`config.mk`:
```
export PLATFORM = sky130hd
export DESIGN_NAME = cfg_rom_sequencer
export DESIGN_NICKNAME = d
export VERILOG_FILES = /design/src/rtl/cfg_rom_sequencer.sv
export SDC_FILE = /design/constraint.sdc
export NUM_CORES = 1
export LEC_CHECK = 0
export ABC_AREA = 1
export ABC_CLOCK_PERIOD_IN_PS = 4500
export BUFFER_PORTS_ARGS = -buffer_cell sky130_fd_sc_hd__clkbuf_2
export CAP_MARGIN = 20
export CELL_PAD_IN_SITES_DETAIL_PLACEMENT = 0
export CELL_PAD_IN_SITES_GLOBAL_PLACEMENT = 2
export CORE_ASPECT_RATIO = 1.75
export CORE_MARGIN = 2
export CORE_UTILIZATION = 32
export DETAILED_ROUTE_END_ITERATION = 10
export GPL_ROUTABILITY_DRIVEN = 1
export PLACE_DENSITY = 0.9
export RECOVER_POWER = 25
export SYNTH_ARGS = -nofsm -noshare
export SYNTH_HDL_FRONTEND = slang
export SYNTH_SLANG_ARGS = --single-unit
```
`constraint.sdc`:
```
create_clock -name clk -period 4.5 [get_ports clk]
set_clock_uncertainty 0.2 [all_clocks]
set_input_delay 1.125 -clock clk [delete_from_list [all_inputs] [get_ports clk]]
set_output_delay 1.125 -clock clk [all_outputs]
set_load 0.02 [all_outputs]
```
`src/rtl/cfg_rom_sequencer.sv`:
```
// Walks a register-init table in a synchronous ROM and turns each entry into a
// register write, a timed delay or end-of-table; writes leave over valid/ready.
//
// state  | meaning
// IDLE   | waiting for start, nothing run yet (or after reset)
// FETCH  | rom_addr held, waiting ROM_LATENCY cycles for read data
// DECODE | sample rom_rd_data and dispatch on opcode
// ISSUE  | cmd_valid held until cmd_ready
// DELAY  | counting ticks x DELAY_UNIT cycles
// DONE   | sequence finished, done sticky, behaves like IDLE
module cfg_rom_sequencer #(
   parameter int ADDR_WIDTH  = 10,
   parameter int DATA_WIDTH  = 32,
   parameter int ROM_LATENCY = 2,
   parameter int NUM_ENTRIES = 1024,
   parameter int DELAY_UNIT  = 50000
) (
   input  logic                  clk,
   input  logic                  rst_n,
   input  logic                  start_i,
   output logic [ADDR_WIDTH-1:0] rom_addr_o,
   input  logic [DATA_WIDTH-1:0] rom_rd_data_i,
   output logic                  cmd_valid_o,
   input  logic                  cmd_ready_i,
   output logic [15:0]           cmd_reg_o,
   output logic [7:0]            cmd_data_o,
   output logic                  busy_o,
   output logic                  done_o,
   output logic                  err_o,
   output logic [ADDR_WIDTH-1:0] wr_count_o
);

   localparam int SUB_W = (DELAY_UNIT > 1) ? $clog2(DELAY_UNIT) : 1;
   localparam logic [SUB_W-1:0]      SUB_MAX   = SUB_W'(DELAY_UNIT - 1);
   localparam logic [ADDR_WIDTH-1:0] LAST_ADDR = ADDR_WIDTH'(NUM_ENTRIES - 1);
   localparam logic [2:0]            LAT       = 3'(ROM_LATENCY);

   localparam logic [1:0] OP_WRITE = 2'b00;
   localparam logic [1:0] OP_DELAY = 2'b01;
   localparam logic [1:0] OP_END   = 2'b11;

   typedef enum logic [2:0] {
      S_IDLE, S_FETCH, S_DECODE, S_ISSUE, S_DELAY, S_DONE
   } state_t;

   state_t                  state_q;
   logic [ADDR_WIDTH-1:0]   rom_addr_q;
   logic [ADDR_WIDTH-1:0]   wr_count_q;
   logic [2:0]              fetch_cnt_q;
   logic [15:0]             tick_q;
   logic [SUB_W-1:0]        sub_q;
   logic                    cmd_valid_q;
   logic [15:0]             cmd_reg_q;
   logic [7:0]              cmd_data_q;
   logic                    busy_q;
   logic                    done_q;
   logic                    err_q;

   logic [1:0]              opcode;
   logic [15:0]             ticks;
   logic                    advance_d;
   logic                    unused_rom_bits;

   assign opcode          = rom_rd_data_i[31:30];
   assign ticks           = rom_rd_data_i[15:0];
   assign unused_rom_bits = ^rom_rd_data_i[29:24];

   // Every path that finishes with the current entry and moves to the next one.
   always_comb begin
      advance_d = 1'b0;
      case (state_q)
         S_DECODE: advance_d = (opcode == OP_DELAY && ticks == 16'd0) ||
                               (opcode != OP_WRITE && opcode != OP_DELAY && opcode != OP_END);
         S_ISSUE:  advance_d = cmd_ready_i;
         S_DELAY:  advance_d = (sub_q == '0) && (tick_q == 16'd1);
         default:  advance_d = 1'b0;
      endcase
   end

   always_ff @(posedge clk or negedge rst_n) begin
      if (!rst_n) begin
         state_q     <= S_IDLE;
         rom_addr_q  <= '0;
         wr_count_q  <= '0;
         fetch_cnt_q <= '0;
         tick_q      <= '0;
         sub_q       <= '0;
         cmd_valid_q <= 1'b0;
         cmd_reg_q   <= '0;
         cmd_data_q  <= '0;
         busy_q      <= 1'b0;
         done_q      <= 1'b0;
         err_q       <= 1'b0;
      end else begin
         case (state_q)
            S_IDLE, S_DONE: begin
               if (start_i) begin
                  rom_addr_q  <= '0;
                  wr_count_q  <= '0;
                  done_q      <= 1'b0;
                  err_q       <= 1'b0;
                  busy_q      <= 1'b1;
                  fetch_cnt_q <= LAT;
                  state_q     <= S_FETCH;
               end
            end
            S_FETCH: begin
               if (fetch_cnt_q == 3'd0) state_q <= S_DECODE;
               else                     fetch_cnt_q <= fetch_cnt_q - 3'd1;
            end
            S_DECODE: begin
               case (opcode)
                  OP_WRITE: begin
                     cmd_reg_q   <= rom_rd_data_i[23:8];
                     cmd_data_q  <= rom_rd_data_i[7:0];
                     cmd_valid_q <= 1'b1;
                     state_q     <= S_ISSUE;
                  end
                  OP_DELAY: begin
                     if (ticks != 16'd0) begin
                        tick_q  <= ticks;
                        sub_q   <= SUB_MAX;
                        state_q <= S_DELAY;
                     end
                  end
                  OP_END: begin
                     busy_q  <= 1'b0;
                     done_q  <= 1'b1;
                     state_q <= S_DONE;
                  end
                  default: err_q <= 1'b1;
               endcase
            end
            S_ISSUE: begin
               if (cmd_ready_i) begin
                  cmd_valid_q <= 1'b0;
                  wr_count_q  <= wr_count_q + 1'b1;
               end
            end
            S_DELAY: begin
               if (sub_q == '0) begin
                  tick_q <= tick_q - 16'd1;
                  sub_q  <= SUB_MAX;
               end else begin
                  sub_q <= sub_q - 1'b1;
               end
            end
            default: state_q <= S_IDLE;
         endcase

         // Overrides the per-state next state; the table never wraps.
         if (advance_d) begin
            if (rom_addr_q == LAST_ADDR) begin
               busy_q  <= 1'b0;
               done_q  <= 1'b1;
               state_q <= S_DONE;
            end else begin
               rom_addr_q  <= rom_addr_q + 1'b1;
               fetch_cnt_q <= LAT;
               state_q     <= S_FETCH;
            end
         end
      end
   end

   assign rom_addr_o  = rom_addr_q;
   assign cmd_valid_o = cmd_valid_q;
   assign cmd_reg_o   = cmd_reg_q;
   assign cmd_data_o  = cmd_data_q;
   assign busy_o      = busy_q;
   assign done_o      = done_q;
   assign err_o       = err_q;
   assign wr_count_o  = wr_count_q;

endmodule

```
==> key figures <==
Outcome
  • Status: finished clean

Logic synthesis
  • EDFF count, synth: 0
  • Top-area cell type share of the netlist area: 41.2%
  • Seq cells post-synth: 86
  • Most used flip-flop cell after synthesis: dfrtp_1
  • Combined area of all synthesized cells: between 5000 and 6000 sq um
  • Leading area contributor after synthesis: dfrtp_1
  • Net Count, Synth: about 750
  • Ys async rst share: 100%
  • Register area share after synthesis: roughly 41%
  • Synth cell types: 39
  • Synth warn: 0
  • Mapped Cells: 704
  • Syn_area_per_cell: between 7 and 8 sq um
  • Top cells by area, synth: dfrtp_1, nand2_1, nor2_1

STA
  • Worst-margin pin slew: 1.39 ns
  • Fin crit period: around 2.5 ns
  • Fmax: approximately 410 MHz
  • WHS: approximately 0.28 ns
  • Max-slew headroom: between 7 and 8%
  • RSZ-0062 raised after global routing: no
  • Setup violations, final: 0
  • Crit share post-route: 54.7%
  • Final TNS setup: 0 ns
  • Hold Violations, Final: 0
  • Slew Limit Fails: 0

Floorplan
  • Die area: between 15000 and 20000 sq um
  • Die Ht: 173 microns
  • IO Count: 84
  • Cell row count: a little over 60
  • Initial Util: approximately a third
  • Core ar.: about 16000 sq um
  • Die W: ~100 microns

CTS
  • Worst-Skew Late Latency: approximately 0.35 ns
  • Reg clk slew, reported paths: around 0.070 ns
  • Hold_buf cts: 0
  • CTS Buffer Depth: 2
  • PostCTS Resize Cnt: 0
  • Sink Count: 86
  • CTS tree: done
  • CTS H-Tree Depth: 3
  • CTS Buf Count: 9
  • Root buffer cell: clkbuf_16
  • Post-CTS Setup Inserts: 0

Critical path
  • Critical Path RT: between 4 and 5 ns
  • Nature of the critical path endpoint: register
  • R2R Path End: tick_q[14]
  • R2R Setup Slk: 2.05 ns
  • Max FO, Critical Path: 15
  • Crit Path Category: input pin to register
  • Critical Path AT: between 2 and 3 ns
  • Worst Setup Start Kind: input pin
  • R2r worst-path depth: 8
  • Worst R2R Start: state_q[0]

Hold path
  • Hold path start: cmd_valid_o
  • Hold Path Sink: cmd_valid_o
  • Worst hold path type: register to register
  • WHS Path Cells: 2

Power
  • P_leak: around 3.1 nW
  • Peak supply drop: between 0.2 and 0.3 mV
  • Pwr/cell area: around 630 nW/um^2

Layout
  • Area Overhead vs Synth: 17.1%
  • Commonest non-fill, non-tap cells in the layout: nand2_1, dfrtp_1, clkbuf_2
  • # nets final: ~830
  • Most common cell after layout, fill and taps aside: nand2_1
  • Diodes inserted: 0
  • Share of layout cells above drive strength 1: roughly 22%
  • Finished Core Util: about two fifths
  • Post-route design area: between 6000 and 7000 sq um

Global route
  • Antenna violations before repair: 0
  • Total track usage: roughly 17%
  • Vias in the first global route: 4889
  • GR Overflow Total: 0
  • Largest net degree at the start of global routing: between 70 and 80
  • First-pass GRT wire length: 24000 microns

Route
  • Drt total wl: approximately 14000 microns
  • Remaining DRCs: 0
  • DRT Pass-1 Iters: 4
  • Vias: 4708
  • DR vias/cell: between 4 and 5
  • Routed Antenna Nets: 0
  • Wirelength per Cell: around 14 microns
  • Detailed Route Iter0 Violations: around 220

Placed design
  • Hpwl dp: between 10000 and 15000 microns
  • Port buffer count: just under 80
  • RD Place Congestion: around 0.8
  • Placed inst area: between 5000 and 6000 sq um

Flow run
  • Max cap viols: 0
## stage by stage
stage | std cells | total power [mW] | setup slack [ns]
floorplan | 704 | 2.58 | 2.18
global placement | 958 | 3.04 | 1.63
detailed placement | 958 | 3.06 | 1.63
CTS | 974 | 3.91 | 2.00
global route | 975 | 4.21 | 1.79
finish | 975 | 3.86 | 2.04
## sequential cells by signal (all words and copies together), names as in the netlist
name         flops
cmd_reg_o       16
sub_q           16
tick_q          16
rom_addr_o      10
wr_count_o      10
cmd_data_o       8
fetch_cnt_q      3
state_q          3
busy_o           1
cmd_valid_o      1
done_o           1
err_o            1
## logic make-up (layout without fill, tap and decap cells)
logic type,Yosys count,after routing,share of synthesized area [%]
mux,18,18,3.88
flops,86,86,41.2
compound gates,72,72,8.07
simple gates,412,412,35.4
xor+xnor,9,9,1.51
fa+ha+maj,8,8,1.91
buf+inv,99,181,8.07
## final cells by class
class	count	area [sq um]
well taps	189	236
inverters	85	322
flip-flops and latches	86	2150
multi-input cells	519	2650
repair buffers	80	427
fillers	1716	9830
clock buffers	10	239
clock inverters	6	93.8
## synth_stat cells, types with 4 or more instances
master,instances
nand4_1,26
buf_6,4
or2_2,4
o21ai_2,11
o21ai_0,44
xnor2_1,5
nor2_2,12
nor3_1,8
inv_1,73
a21oi_1,7
nand2_2,8
buf_2,5
mux2_2,17
inv_2,11
nor2_1,74
xor2_1,4
ha_1,8
dfrtp_1,86
nand3_1,48
nand2_1,218
## power breakdown
part | total (mW) | internal, mW | switching (mW)
clock network | 0.840 | 0.506 | 0.335
logic | 1.69 | 0.565 | 1.12
registers | 1.34 | 1.07 | 0.266
## how the worst max path moves through the flow
stage / start / endpoint / slack, ns / cells after the start
2_1_floorplan: rom_rd_data_i[14] / sub_q[15] / 2.18 / 11
3_3_place_gp: rom_rd_data_i[5] / fetch_cnt_q[0] / 1.63 / 11
3_5_place_dp: rom_rd_data_i[5] / fetch_cnt_q[2] / 1.63 / 11
4_1_cts: rom_rd_data_i[5] / fetch_cnt_q[2] / 2.00 / 11
5_1_grt: rst_n / sub_q[15] / 1.79 / 3
6_report: rom_rd_data_i[5] / fetch_cnt_q[0] / 2.04 / 11
## metal layers
metal  vias to the layer above  GRT usage [%]  wire length (microns)  share of wire (%)
li1                       2413              -                      -                  -
met1                      2215           19.5                   5640                 40
met2                        63           31.9                   7780                 55
met3                        17           3.03                    362                2.6
met4                         0           6.16                    290                2.1
met5                         -              0                      0                  0
## worst max-delay path: stages
cell and delay, ns:
clkbuf_2 0.11, nor2_1 0.10, nand2_1 0.07, nor2_1 0.27, nand3_2 0.16, nand2_2 0.13
inv_2 0.06, nand2_4 0.17, nand2_1 0.16, inv_1 0.10, nor2_1 0.04
Note: power is estimated with default switching activity, not from simulation.
